<file path="src/rtl/sobel_frame_ctrl.sv">
// Frame-level sequencer in front of sobel_top: gates one frame of pixels at a time,
// tracks input/output beats, drains the pipeline and applies configuration only between frames.
module sobel_frame_ctrl #(
  parameter int unsigned IMG_W      = 640,
  parameter int unsigned IMG_H      = 480,
  parameter logic [8:0]  DEF_THRESH = 9'd100,
  parameter logic        DEF_EN     = 1'b1
) (
  input  logic        clk,
  input  logic        rst,
  input  logic        start,
  input  logic        cont_mode,
  input  logic [8:0]  cfg_threshold,
  input  logic        cfg_sobel_en,
  input  logic        cfg_update,
  input  logic [23:0] s_data,
  input  logic        s_valid,
  output logic        s_ready,
  output logic [23:0] m_data,
  output logic        m_valid,
  input  logic        m_ready,
  input  logic        o_valid,
  input  logic        o_ready,
  output logic [8:0]  threshold,
  output logic        sobel_en,
  output logic        busy,
  output logic        frame_done,
  output logic [15:0] frame_cnt,
  output logic        err
);

  localparam int unsigned NPIX  = IMG_W * IMG_H;
  localparam int unsigned CNT_W = $clog2(NPIX + 1);

  localparam logic [1:0] S_IDLE  = 2'd0;
  localparam logic [1:0] S_RUN   = 2'd1;
  localparam logic [1:0] S_DRAIN = 2'd2;
  localparam logic [1:0] S_DONE  = 2'd3;

  logic [1:0]       state_q, state_d;
  logic [CNT_W-1:0] in_cnt_q, in_cnt_d;
  logic [CNT_W-1:0] out_cnt_q, out_cnt_d;
  logic [8:0]       thresh_q, thresh_d;
  logic             en_q, en_d;
  logic [8:0]       sh_thresh_q, sh_thresh_d;
  logic             sh_en_q, sh_en_d;
  logic             pending_q, pending_d;
  logic             start_pend_q, start_pend_d;
  logic [15:0]      frame_cnt_q, frame_cnt_d;
  logic             err_q, err_d;

  logic gate, in_acc, out_acc, counting, out_inc, last_in, out_full;

  // Zero-latency pass-through, open only while the frame is being fed
  assign gate    = (state_q == S_RUN);
  assign m_data  = s_data;
  assign m_valid = s_valid & gate;
  assign s_ready = m_ready & gate;

  assign in_acc   = s_valid & s_ready;
  assign out_acc  = o_valid & o_ready;
  assign counting = (state_q == S_RUN) || (state_q == S_DRAIN);
  assign out_inc  = out_acc && counting && (out_cnt_q != CNT_W'(NPIX));
  assign last_in  = in_acc && (in_cnt_q == CNT_W'(NPIX - 1));
  assign out_full = out_inc && (out_cnt_q == CNT_W'(NPIX - 1));

  always_comb begin
    state_d      = state_q;
    in_cnt_d     = in_cnt_q;
    out_cnt_d    = out_cnt_q;
    thresh_d     = thresh_q;
    en_d         = en_q;
    sh_thresh_d  = sh_thresh_q;
    sh_en_d      = sh_en_q;
    pending_d    = pending_q;
    start_pend_d = start_pend_q;
    frame_cnt_d  = frame_cnt_q;
    err_d        = err_q;

    if (cfg_update) begin
      sh_thresh_d = cfg_threshold;
      sh_en_d     = cfg_sobel_en;
      pending_d   = 1'b1;
    end
    // Beats outside a frame or past the frame size are flagged and not counted
    if (out_acc && !out_inc) err_d = 1'b1;
    if (out_inc) out_cnt_d = out_cnt_q + CNT_W'(1);

    case (state_q)
      S_IDLE: begin
        if (pending_q) begin
          thresh_d = sh_thresh_q;
          en_d     = sh_en_q;
          if (!cfg_update) pending_d = 1'b0;
        end
        if (start) begin
          state_d   = S_RUN;
          in_cnt_d  = '0;
          out_cnt_d = '0;
        end
      end
      S_RUN: begin
        if (start) start_pend_d = 1'b1;
        if (in_acc) in_cnt_d = in_cnt_q + CNT_W'(1);
        if (last_in) state_d = out_full ? S_DONE : S_DRAIN;
      end
      S_DRAIN: begin
        if (start) start_pend_d = 1'b1;
        if (out_full) state_d = S_DONE;
      end
      default: begin
        frame_cnt_d = frame_cnt_q + 16'd1;
        if (cfg_update) begin
          thresh_d  = cfg_threshold;
          en_d      = cfg_sobel_en;
          pending_d = 1'b0;
        end else if (pending_q) begin
          thresh_d  = sh_thresh_q;
          en_d      = sh_en_q;
          pending_d = 1'b0;
        end
        start_pend_d = 1'b0;
        if (cont_mode || start_pend_q || start) begin
          state_d   = S_RUN;
          in_cnt_d  = '0;
          out_cnt_d = '0;
        end else begin
          state_d = S_IDLE;
        end
      end
    endcase

    // Pending settings become visible in the DONE cycle itself
    if ((state_d == S_DONE) && (state_q != S_DONE) && pending_q) begin
      thresh_d  = sh_thresh_q;
      en_d      = sh_en_q;
      pending_d = cfg_update;
    end
  end

  always_ff @(posedge clk or posedge rst) begin
    if (rst) begin
      state_q      <= S_IDLE;
      in_cnt_q     <= '0;
      out_cnt_q    <= '0;
      thresh_q     <= DEF_THRESH;
      en_q         <= DEF_EN;
      sh_thresh_q  <= DEF_THRESH;
      sh_en_q      <= DEF_EN;
      pending_q    <= 1'b0;
      start_pend_q <= 1'b0;
      frame_cnt_q  <= '0;
      err_q        <= 1'b0;
    end else begin
      state_q      <= state_d;
      in_cnt_q     <= in_cnt_d;
      out_cnt_q    <= out_cnt_d;
      thresh_q     <= thresh_d;
      en_q         <= en_d;
      sh_thresh_q  <= sh_thresh_d;
      sh_en_q      <= sh_en_d;
      pending_q    <= pending_d;
      start_pend_q <= start_pend_d;
      frame_cnt_q  <= frame_cnt_d;
      err_q        <= err_d;
    end
  end

  assign threshold  = thresh_q;
  assign sobel_en   = en_q;
  assign busy       = (state_q != S_IDLE);
  assign frame_done = (state_q == S_DONE);
  assign frame_cnt  = frame_cnt_q;
  assign err        = err_q;

endmodule

</file>
<file path="config.mk">
export PLATFORM = sky130hd
export DESIGN_NAME = sobel_frame_ctrl
export DESIGN_NICKNAME = d
export VERILOG_FILES = /design/src/rtl/sobel_frame_ctrl.sv
export SDC_FILE = /design/constraint.sdc
export NUM_CORES = 1
export LEC_CHECK = 0
export BUFFER_PORTS_ARGS = -buffer_cell sky130_fd_sc_hd__buf_2
export CAP_MARGIN = 30
export CORE_MARGIN = 3
export CORE_UTILIZATION = 35
export CTS_CLUSTER_DIAMETER = 60
export CTS_CLUSTER_SIZE = 30
export DETAILED_ROUTE_END_ITERATION = 16
export GPL_TIMING_DRIVEN = 0
export SLEW_MARGIN = 15
export SYNTH_ARGS = -nofsm -noshare
export SYNTH_HDL_FRONTEND = slang
export SYNTH_SLANG_ARGS = --single-unit
export TNS_END_PERCENT = 20
</file>
<file path="constraint.sdc">
create_clock -name clk -period 5.91 [get_ports clk]
set_input_delay 0 -clock clk [delete_from_list [all_inputs] [get_ports clk]]
set_output_delay 0 -clock clk [all_outputs]
set_load 0.05 [all_outputs]
</file>
-- Word-level counts from Yosys, hierarchy flattened
Cells that the tools add are included.
- output and inout bits: 55
- register bits: 79
- input bits: 43
- reductions and logical operators: 18
- multiplexer cells: 31
- add/sub/neg operators: 3
- equality and inequality tests: 12
- bitwise gates (word level): 6
- operators by type and width (operator ; number):
    two-way mux 19 bit ; 6
    case mux 19 bit (3 select lines) ; 1
    adder 19 x 1 -> 19 bit (second input constant) ; 2
    equality test 19 bit (second input constant) ; 2
    case mux 19 bit (2 select lines) ; 1
    two-way mux 9 bit ; 3
    != test 19 bit (second input constant) ; 1
    case mux 9 bit (2 select lines) ; 1
    adder 16 x 1 -> 16 bit (second input constant) ; 1
    two-way mux 1 bit ; 12
    logical AND 1 bit ; 7
    equality test 2 bit (second input constant) ; 3
    two-way mux 2 bit ; 3
    != test 2 x 1 -> 1 bit (second input constant) ; 3
    case mux 1 bit (2 select lines) ; 3
    case mux 2 bit (3 select lines) ; 1
    AND 1 bit ; 4
    != test 2 bit (second input constant) ; 2
    AND reduction 4 bit ; 1
    logical OR 1 bit ; 3
    nonzero test 3 bit ; 1
    OR reduction 3 bit ; 1
    equality test 2 x 1 -> 1 bit (second input constant) ; 1
    logical NOT 2 bit ; 1
    5 further kinds ; 6

-- Longest topological paths before layout
Gate-level depths: netlist of run 1.
- depth after elaboration: 12
- mapped depth: 8
- depth with buffers taken out: 8

-- Worst setup path before layout of run 1
Ideal clock, no wire load.
- path type: reg-to-reg
- start: reg state_q[0]
- end: reg out_cnt_q[10]
- stages on the path, launching flop included: 7
- data arrival time: 2.071 ns
- required time: 5.778 ns
- slack: 3.707 ns
- path through: dfrtp_1 > ha_1 > clkbuf_1 > o21a_1 > clkbuf_1 > clkbuf_1 > nor2_1
- longest elaborated chain between the ends: 7
- RTL lines (element ; RTL line ; source):
    from (decl) ; 40 ; logic [1:0] state_q, state_d;
    from (signal assigned) ; 155 ; state_q <= state_d;
    equality test 2 x 1 -> 1 bit or equality test 2 bit (tied branches) ; 62, 89 ;
    logical OR 1 bit ; 62 ; assign counting = (state_q == S_RUN) || (state_q == S_DRAIN);
    logical AND 1 bit (2 in series) ; 63 ; assign out_inc = out_acc && counting && (out_cnt_q != CNT_W'(NPIX));
    two-way mux 19 bit ; 87 ; if (out_inc) out_cnt_d = out_cnt_q + CNT_W'(1);
    two-way mux 19 bit (on tied branches) ; 123, 96 ;
    case mux 19 bit (2 select lines) (*) ; 89 ; case (state_q)
    named net out_cnt_d[10] ; 42 ; logic [CNT_W-1:0] out_cnt_q, out_cnt_d;
    to (signal assigned) ; 157 ; out_cnt_q <= out_cnt_d;
    to (decl) ; 42 ;
Mark *: on every way through the listed nets, which the timed path passes. The rest lies on a longest branch.
A chain may end at the register's enable or synchronous reset.

-- Final worst setup path of run 1
- start: reg state_q[0]
- end: reg thresh_q[0] (netlist: threshold[0])
- longest elaborated chain between the ends: 12
- RTL lines (element ; RTL line ; source):
    equality test 2 x 1 -> 1 bit or equality test 2 bit (tied branches) ; 62 ;
    logical OR 1 bit (*) ; 62 ;
    named net counting ; 52 ; logic gate, in_acc, out_acc, counting, out_inc, last_in, out_full;
    logical AND 1 bit (*) (2 in series) ; 63 ;
    logical AND 1 bit (*) ; 65 ; assign out_full = out_inc && (out_cnt_q == CNT_W'(NPIX - 1));
    two-way mux 1 bit ; 105 ; if (last_in) state_d = out_full ? S_DONE : S_DRAIN;
    two-way mux 2 bit ; 105 ;
    case mux 2 bit (3 select lines) (*) ; 89 ;
    equality test 2 bit (*) ; 134 ; if ((state_d == S_DONE) && (state_q != S_DONE) && pending_q) begin
    logical AND 1 bit (*) (2 in series) ; 134 ;
    != test 2 x 1 -> 1 bit (no line) or two-way mux 9 bit (tied branches) ; n/a ;
    to (signal assigned) ; 158 ; thresh_q <= thresh_d;
    to (decl) ; 43 ; logic [8:0] thresh_q, thresh_d;
Marked as above.

==> flow_summary.toml, run 1 <==
[critical_path]
cp.required_ns = 6.14
cp-startpoint = "state_q[0]$_DFF_PP0_"
end_kind = "flop"
crit_fanout = 10
cp-endpoint = "threshold[0]$_DFFE_PP0P_"
crit_path_start_kind = "flop"
r2r_cells = 8
reg2reg_slack_ns = 3.31
crit_type = "flop to flop"
reg2reg_to = "threshold[0]$_DFFE_PP0P_"
r2r_start = "state_q[0]$_DFF_PP0_"
cp.arrival_ns = 2.82

[routing]
drc = 0
drt-pass1-iter-count = 4
drt_wl_total_mm = 9.12
viasPerCell = 5.03
drtIter0Drc = 215
vias = 3356
ant_nets = 0
wl_per_cell_um = 13.7

[placement]
port_buffers = 73
dp_hpwl_mm = 6.31
gp_congestion = 0.763
pre_cts_slack_ns = 3.31
dpl_cell_area_um2 = 4780

[sta]
fmax_mhz = 385
slew_viol_final = 0
rsz0062_at_grt = "false"
final_hold_viol_count = 0
period_share_pct = 43.9
finClkSkew_ns = 0.00803
setup_viol = 0
worst-slew-pin-transition_ns = 0.848
slew_headroom_pct = 43.4
tns_ns = 0
fin_crit_ns = 2.60
worst_slack_ns = 3.31

[power_and_ir_drop]
cellLeakagePower_nw = 2.42
peakVddDrop_uv = 213
power_frac_seq_pct = 34.4
power.density_nw_per_um2 = 366
clockPowerShare_pct = 33.3
p_comb_share_pct = 32.3
p_int_mw = 1.23
switchingPower_mw = 0.698
switching_share_pct = 36.1
p_total_mw = 1.93

[cts]
cts_buffer_depth = 2
cts_buffers = 9
cts_root_buffer = "clkbuf_16"
cts_tree = "done"
clk_latency_ns = 0.34
clk_pin_slew_ns = 0.06
clock_sinks = 79
h-tree-depth = 3
ctsResizeCount = 0

[logic_synthesis]
syn-num-nets = 470
synth.distinct_cells = 49
synthFlopType = "dfrtp_1"
syn_area_um2 = 4210
synthTopCellsByCount = "dfrtp_1, nor2_1, nand2_1, o21ai_0, buf_4"
ys_ff_latch = 79
synth_top_area_cell = "dfrtp_1"
synth-edff-count = 0
ys_warn_count = 0
async_flop_share_pct = 100
ys_seq_area_share_pct = 47.2
yosysTopAreaCellShare_pct = 42.2
syn_area_per_cell_um2 = 10.0
yosysMostFrequentCell = "dfrtp_1"
yosys-top-cells-area = "dfrtp_1, mux2_2, dfstp_2"
syn_inst = 419

[grt]
grt_start_max_net_pins = 52
grt_pass1_vias = 3233
antenna_found_initial = 0
grt_first_pass_wirelength_mm = 15.2
grtUsageTotal_pct = 14.4
grt_overflow = 0

[floorplan]
io_pins = 98
die_h_um = 116
start_util_pct = 36.4
die_w_um = 116
num_rows = 39
core_area_um2 = 11600
die_area_um2 = 13400

[worst_hold_path]
hold_class = "input port to flop"

[finish]
area_growth_pct = 25.4
fill_cells = 1081
nets = 570
antenna_cells = 0
drive_gt1_share_pct = 30.0
fin_area_um2 = 5280

[run]
drv_cap = 0

[status]
outcome = "finished clean"
[metrics by stage]
step / hold slack (ns) / cells / utilization [%]
after floorplan: 0.147 / 419 / -
after global routing: 0.0563 / 667 / 45.6
after global placement: 0.253 / 635 / 41.1
final: 0.0429 / 667 / 45.6
after detailed placement: 0.0303 / 636 / 41.3
after CTS: 0.0278 / 667 / 45.6
[routing by layer]
metal / share of wire [%] / vias to the layer above / global-route usage [%] / wire (um)
met5: 0 / - / 0 / 0
met4: 1.5 / 0 / 5.10 / 140
met3: 6.1 / 13 / 4.80 / 557
met2: 47 / 98 / 23.1 / 4300
met1: 45 / 1610 / 18.3 / 4130
li1: - / 1635 / - / -
[area by class of cell]
cell class | instances | area (um^2) | share of cell area, %
plain buffers | 34 | 219 | 4.15
clock buffers | 9 | 225 | 4.27
clock inverters | 7 | 120 | 2.28
inverters | 11 | 43.8 | 0.830
multi-input cells | 295 | 1960 | 37.1
flip-flops and latches | 79 | 1990 | 37.7
well taps | 143 | 179 | 3.39
repair buffers | 89 | 543 | 10.3
[worst min path at each step]
stage | start | to | slack (ns) | depth (start not counted)
floorplan | start | start_pend_q$_DFFE_PP0P_ | 0.15 | 2
global placement | cfg_threshold[1] | sh_thresh_q[1]$_DFFE_PP0P_ | 0.25 | 2
detailed placement | rst | frame_cnt[15]$_DFFE_PP0P_ | 0.03 | 2
CTS | cont_mode | state_q[0]$_DFF_PP0_ | 0.03 | 4
global route | cont_mode | state_q[0]$_DFF_PP0_ | 0.06 | 4
finish | cont_mode | state_q[0]$_DFF_PP0_ | 0.04 | 4
[logic make-up after synthesis]
kind of cell,Yosys count,synth area share [%]
xor gates and xnor gates,40,8.33
DFF,79,47.2
buffers and inverters,45,6.19
and+or+nand+nor,166,20.3
AOI/OAI and AO/OA,59,9.70
adders and majority gates,8,2.38
muxes,22,5.86
[flip-flops by register name (all words and copies together) (netlist names)]
signal and count:
sh_thresh_q 9, in_cnt_q 19, threshold 9, frame_cnt 16, sh_en_q 1, start_pend_q 1, sobel_en 1, err 1
pending_q 1, out_cnt_q 19, state_q 2
[worst max-delay path: stages, from the launching register on]
cell      delay, ns
dfrtp_1        0.42
inv_1          0.09
ha_1           0.41
nand3_1        0.20
nor4_1         0.42
nand2_1        0.16
o211ai_4       0.25
nand3_4        0.21
mux2_2         0.33
[power groups by stage]
stage	clock network (mW)	logic [mW]	registers, mW
after floorplan	0	0.368	0.778
after global placement	0	0.608	0.670
after detailed placement	0	0.623	0.673
after CTS	0.666	0.633	0.663
after global routing	0.688	0.686	0.673
final	0.643	0.624	0.663
[what timing repair did]
action                     in CTS  in global routing
setup buffers                   0                  0
hold endpoints to repair       40                  0
setup endpoints to repair       0                  0
hold buffers                   15                  0
[cell usage in the layout, fill, tap and decap left out, types with 8 or more instances in the layout]
master         netlist  layout
clkbuf_1             8       8
clkbuf_16            0       9
nand2_1             43      43
buf_4               24      24
dlygate4sd3_1        0      15
xor2_1              21      21
inv_1               11      10
mux2_2              21      21
ha_1                 8       8
a22oi_1             11      11
o21ai_0             25      25
and3_1               8       8
xnor2_1             19      19
dfrtp_1             71      71
nand4_1             12      12
buf_2                1      74
nor2_1              45      45
nand3_1             22      22
dfstp_2              8       8
Note: power is estimated with default switching activity, not from simulation.
==> run 2: changes to the inputs <==
- clock period: 5.91 -> 2.5 ns (I/O delays scaled with it)
==> run 2 against run 1 <==
  * Sequential power is 140% higher
  * Clock skew hardly changed
  * Non-clock buffer count stayed put
  * Fmax is 9.4% higher
  * Wire length is 1.1% higher
  * Register-to-register slack worse by 3.2 ns
  * Critical path type unchanged
  * Critical endpoint unchanged
==> flow_summary.toml, run 2 (synthesis results as in run 1) <==
[critical_path]
cpPeakStageDelay_ns = 0.42
cp_cell_sequence = "inv_1 -> ha_2 -> nand3_2 -> nor4_4 -> nand2_1 -> o211ai_4 -> nand3_4 -> mux2_2"
end_kind = "flop"
crit_buf_inv = 1
r2r_cells = 8
crit_path_start_kind = "flop"
crit_path_top_delay_cell = "dfrtp_1"
critPathTopFamily = "simple AND/OR/NAND/NOR gates"
reg2reg_to = "threshold[0]$_DFFE_PP0P_"
crit_fanout = 10
cp.arrival_ns = 2.60
reg2reg_slack_ns = 0.13
cp.required_ns = 2.73
crit_type = "flop to flop"
r2r_start = "state_q[0]$_DFF_PP0_"

[placement]
dp_cells = 636
port_buffers = 73
dp_hpwl_mm = 6.31
gp_congestion = 0.763
pre_cts_slack_ns = -0.0972

[sta]
fmax_mhz = 421
holdWs_ns = 0.0444
setup_viol = 0
slew_headroom_pct = 45.4
final_hold_viol_count = 0
slew_viol_final = 0
fin_crit_ns = 2.37
period_share_pct = 94.9
worst-slew-pin-transition_ns = 0.818
finClkSkew_ns = 0.00802
worst_slack_ns = 0.127

[worst_hold_path]
hold_class = "input port to flop"
min-delay-start = "cont_mode"
hold_depth = 4
hold-path-endpoint = "state_q[0]$_DFF_PP0_"

[run]
drv_cap = 0

[grt]
grtUsageTotal_pct = 14.5
grt_overflow = 0
antenna_found_initial = 0
grt_start_max_net_pins = 52
grt_first_pass_wirelength_mm = 15.3
grt_pass1_vias = 3252

[cts]
cts_buffers = 9
clk_latency_ns = 0.35
cts_tree = "done"
cts_root_buffer = "clkbuf_16"
clock_sinks = 79
cts_buffer_depth = 2
clk_pin_slew_ns = 0.06
h-tree-depth = 3

[floorplan]
die_area_um2 = 13400
die_w_um = 116
core_area_um2 = 11600
start_util_pct = 36.4
die_h_um = 116
num_rows = 39
io_pins = 98

[finish]
final_common_cell = "buf_2"
area_growth_pct = 26.7
antenna_cells = 0
final_cell_mix = "buf_2, dfrtp_1, nand2_1, nor2_1, o21ai_0"
nets = 570
post-route-util_pct = 46.1
finalNonFillerCells = 667
drive_gt1_share_pct = 31.7

[routing]
drc = 0
drtIter0Drc = 164
drt_wl_total_mm = 9.22
drt-pass1-iter-count = 4
top_layer = "met4"
met3RoutedLength_um = 554
wl_per_cell_um = 13.8
drt-met1-wl_mm = 4.15
vias = 3373
wl_met2_mm = 4.36
ant_nets = 0
viasPerCell = 5.06

[status]
outcome = "finished clean"

[power_and_ir_drop]
power.density_nw_per_um2 = 862
p_total_mw = 4.59
peakVddDrop_uv = 502
cellLeakagePower_nw = 2.43
## run 2: final cells by class
| type | count | area (um^2) |
|---|---|---|
| plain buffers | 34 | 221 |
| clock buffers | 9 | 225 |
| clock inverters | 7 | 120 |
| fillers | 1081 | 6240 |
| inverters | 11 | 43.8 |
| multi-input cells | 295 | 2010 |
| flip-flops and latches | 79 | 1990 |
| well taps | 143 | 179 |
| repair buffers | 89 | 543 |
## run 2: power breakdown
group          total [mW]  internal (mW)  switching (mW)
Sequential           1.57           1.46           0.110
Clock                1.52          0.978           0.543
Combinational        1.51          0.492            1.01
## run 2: layer usage
layer | vias up | GRT usage [%]
met5 | - | 0
met4 | 0 | 5.10
met3 | 19 | 4.80
met2 | 98 | 23.4
met1 | 1619 | 18.2
li1 | 1637 | -
## run 2: worst max path at each step
stage,startpoint,end,slack [ns],cells past startpoint
CTS,state_q[0]$_DFF_PP0_,out_cnt_q[5]$_DFF_PP0_,0.02,7
finish,state_q[0]$_DFF_PP0_,threshold[0]$_DFFE_PP0P_,0.13,8
global placement,rst,sh_thresh_q[8]$_DFFE_PP0P_,-0.54,2
floorplan,state_q[0]$_DFF_PP0_,out_cnt_q[10]$_DFF_PP0_,0.30,6
global route,state_q[0]$_DFF_PP0_,threshold[1]$_DFFE_PP0P_,-0.03,8
detailed placement,state_q[0]$_DFF_PP0_,threshold[0]$_DFFE_PP0P_,-0.1,8
## run 2: worst register-to-register path: cells and delay by family (launching register included)
kind | cells | cell delay [ns]
flip-flops | 1 | 0.42
multiplexers | 1 | 0.33
AND/OR/NAND/NOR | 4 | 0.78
adder cells (fa/ha/maj) | 1 | 0.40
buffers and inverters | 1 | 0.09
AO/OA/AOI/OAI | 1 | 0.25
## run 2: metrics by stage
step / setup TNS [ns] / cell area [um^2]
after floorplan: 0 / 4210
after global placement: -38.46 / 4750
after detailed placement: -0.995 / 4780
after CTS: 0 / 5290
after global routing: -0.139 / 5330
final: 0 / 5330
## run 2: what timing repair did
action | CTS | global route
endpoints found under the hold margin | 40 | 0
buffers inserted | 0 | 0
hold buffers | 15 | 0
pin swaps | 0 | 0
gates cloned | 0 | 0
setup endpoints to repair | 21 | 36
resized for setup | 3 | 9
==> run 3: changes to the inputs <==
- ABC_AREA: unset -> 1
- ABC_CLOCK_PERIOD_IN_PS: unset -> 2500
==> run 3 against run 2 <==
  * Worst hold slack gained 0.022 ns
  * First-iteration DRC count increased by 9.1%
  * Clock skew shrank 0.0038 ns
  * Critical endpoint is now in_cnt_q[10]$_DFFE_PP0P_
  * Clock power shrank 7%
  * Synthesized area increased by 9.8%
  * Count of clock-buffer cells in the layout is 1 higher
  * Synthesized cell count grew 41%
  * Critical path type unchanged
  * Fmax increased by 7.5%
  * Utilization decreased by 1.6 points
  * Total power increased by 3.8%
  * Global-route usage is 0.85 points higher
  * Largest power group is now combinational cells
  * Final area grew 6.7%
==> flow_summary.toml, run 3 <==
[status]
outcome = "finished clean"

[placement]
gp_congestion = 0.832
dp_cells = 834
dp_hpwl_mm = 7.77
port_buffers = 72
dpl_cell_area_um2 = 5210

[power_and_ir_drop]
p_comb_share_pct = 37.3
p_int_mw = 2.88
cellLeakagePower_nw = 2.85
power_frac_seq_pct = 32.9
switchingPower_mw = 1.89
clockPowerShare_pct = 29.8
power.density_nw_per_um2 = 838
switching_share_pct = 39.6
peakVddDrop_uv = 564

[routing]
ant_nets = 0
viasPerCell = 4.74
drc = 0
vias = 4104
drt_wl_total_mm = 10.8
drt-pass1-iter-count = 5
wl_per_cell_um = 12.5
drtIter0Drc = 179

[cts]
cts_tree = "done"
clock_sinks = 79
h-tree-depth = 3
clk_pin_slew_ns = 0.06
clk_latency_ns = 0.34
cts_setup_buffers = 0
cts_buffers = 9
cts_root_buffer = "clkbuf_16"
cts_buffer_depth = 2

[floorplan]
start_util_pct = 36.1
die_area_um2 = 14600
die_w_um = 121
core_area_um2 = 12800
die_h_um = 121
num_rows = 41
io_pins = 98

[finish]
drive_gt1_share_pct = 24.2
final_cell_mix = "nand2_1, buf_2, dfrtp_1"
fin_area_um2 = 5690
finalNonFillerCells = 865
area_growth_pct = 23.2
final_common_cell = "nand2_1"
antenna_cells = 0
nets = 739
post-route-util_pct = 44.5

[grt]
grt_first_pass_wirelength_mm = 18.3
antenna_found_initial = 0
grtUsageTotal_pct = 15.3
grt_overflow = 0
grt_pass1_vias = 4022
grt_start_max_net_pins = 43

[logic_synthesis]
yosys-top-cells-area = "dfrtp_1, nand2_1, inv_1"
synth-simple-area-share_pct = 29.1
yosysTopAreaCellShare_pct = 38.5
synthXorXnorAreaFrac_pct = 3.23
synthTopCellsByCount = "nand2_1, dfrtp_1, inv_1, nor2_1, nand3_1"
syn-num-nets = 640
synth.distinct_cells = 40
ys_warn_count = 0
synth_top_family_by_area = "simple AND/OR/NAND/NOR gates"
syn_area_um2 = 4620
synthAdderAreaFrac_pct = 2.17
async_flop_share_pct = 100
yosysMostFrequentCell = "nand2_1"
syn_area_per_cell_um2 = 7.84
synth-edff-count = 0
ys_ff_latch = 79
synth_top_area_cell = "dfrtp_1"
synthFlopType = "dfrtp_1"
syn_inst = 589
ys_seq_area_share_pct = 43.0
synth_compound_area_share_pct = 9.84
synth_mux_area_share_pct = 0

[critical_path]
reg2reg_to = "in_cnt_q[10]$_DFFE_PP0P_"
end_kind = "flop"
crit_fanout = 10
r2r_cells = 11
cp-startpoint = "state_q[1]$_DFF_PP0_"
reg2reg_slack_ns = 0.29
crit_path_start_kind = "flop"
cp-endpoint = "in_cnt_q[10]$_DFFE_PP0P_"
cp.required_ns = 2.72
crit_type = "flop to flop"
cp.arrival_ns = 2.43
r2r_start = "state_q[1]$_DFF_PP0_"

[sta]
setup_viol = 0
fin_crit_ns = 2.21
worst-slew-pin-transition_ns = 0.925
holdWs_ns = 0.0668
slew_viol_final = 0
rsz0062_at_grt = "false"
slew_headroom_pct = 38.3
fmax_mhz = 453
final_hold_viol_count = 0
finClkSkew_ns = 0.00423
period_share_pct = 88.3
tns_ns = 0

[worst_hold_path]
hold_class = "input port to flop"
min-delay-start = "cfg_update"

[run]
drv_cap = 0
## run 3: cell types whose count changed after synthesis, moves of 8 or more
cell	previous run	this run
xnor2_1	19	6
a22oi_1	11	0
and3_1	8	0
o21ai_0	25	37
a32oi_1	0	10
nand2_1	43	136
inv_1	11	68
xor2_1	21	11
nor2_2	0	8
nand3_1	22	45
nand4_1	12	4
a21oi_1	7	22
mux2_2	21	0
nor2_1	45	68
## run 3: repair_timing
| item | 4_1_cts | 5_1_grt |
|---|---|---|
| hold buffers | 15 | 0 |
| gates resized for setup | 0 | 0 |
| endpoints found under the hold margin | 44 | 0 |
| setup endpoints to repair | 0 | 0 |
## run 3: worst min-delay path by stage
stage                                            end  slack, ns  cells after the start
after floorplan                  sh_en_q$_DFFE_PP1P_       0.11                      2
after global placement    sh_thresh_q[0]$_DFFE_PP0P_       0.23                      3
after detailed placement     out_cnt_q[16]$_DFF_PP0_       0.07                      2
after CTS                   threshold[1]$_DFFE_PP0P_       0.05                      5
after global routing      sh_thresh_q[7]$_DFFE_PP0P_       0.09                      3
final                       threshold[1]$_DFFE_PP0P_       0.07                      5
## run 3: worst max-delay path, stage by stage, from the launching register on
cell	delay, ns
dfrtp_1	0.41
inv_1	0.09
ha_1	0.17
buf_6	0.16
nand3_4	0.11
a21oi_4	0.18
nand2_4	0.11
nor2_1	0.40
inv_1	0.13
clkbuf_8	0.19
o21ai_0	0.07
a21oi_1	0.06
## run 3: power groups by stage
stage	Sequential, mW	Clock (mW)	Combinational (mW)
after detailed placement	1.59	0	1.76
after global routing	1.58	1.51	1.96
final	1.57	1.42	1.78
after CTS	1.57	1.45	1.79
after floorplan	1.81	0	1.11
after global placement	1.58	0	1.73
## run 3: area by class of cell
cell class	instances	area [um^2]
Fill cell	1249	7090
Inverter	74	285
Clock buffer	10	239
Tap cell	172	215
Multi-Input combinational cell	397	2050
Clock inverter	6	83.8
Timing Repair Buffer	88	531
Sequential cell	79	1990
Buffer	39	298
## run 3: routing by layer
layer  GRT usage (%)  vias to the layer above  part of all wire, %
li1                -                     2055                    -
met3            2.48                       13                  5.6
met2            26.3                      117                   49
met1            19.1                     1919                   44
met5               0                        -                    0
met4            6.16                        0                  1.5
## run 3: cells by family after synthesis
| family | after synthesis |
|---|---|
| buffers and inverters | 113 |
| AND/OR/NAND/NOR | 294 |
| flip-flops | 79 |
| AO/OA/AOI/OAI | 78 |
| XOR/XNOR | 17 |
| adder cells (fa/ha/maj) | 8 |
## run 3: metrics by stage
step                setup WS [ns]  power (mW)
detailed placement          0.302        3.35
global route               0.0809        5.06
finish                      0.293        4.77
global placement           -0.642        3.31
floorplan                   0.351        2.92
CTS                         0.291        4.81
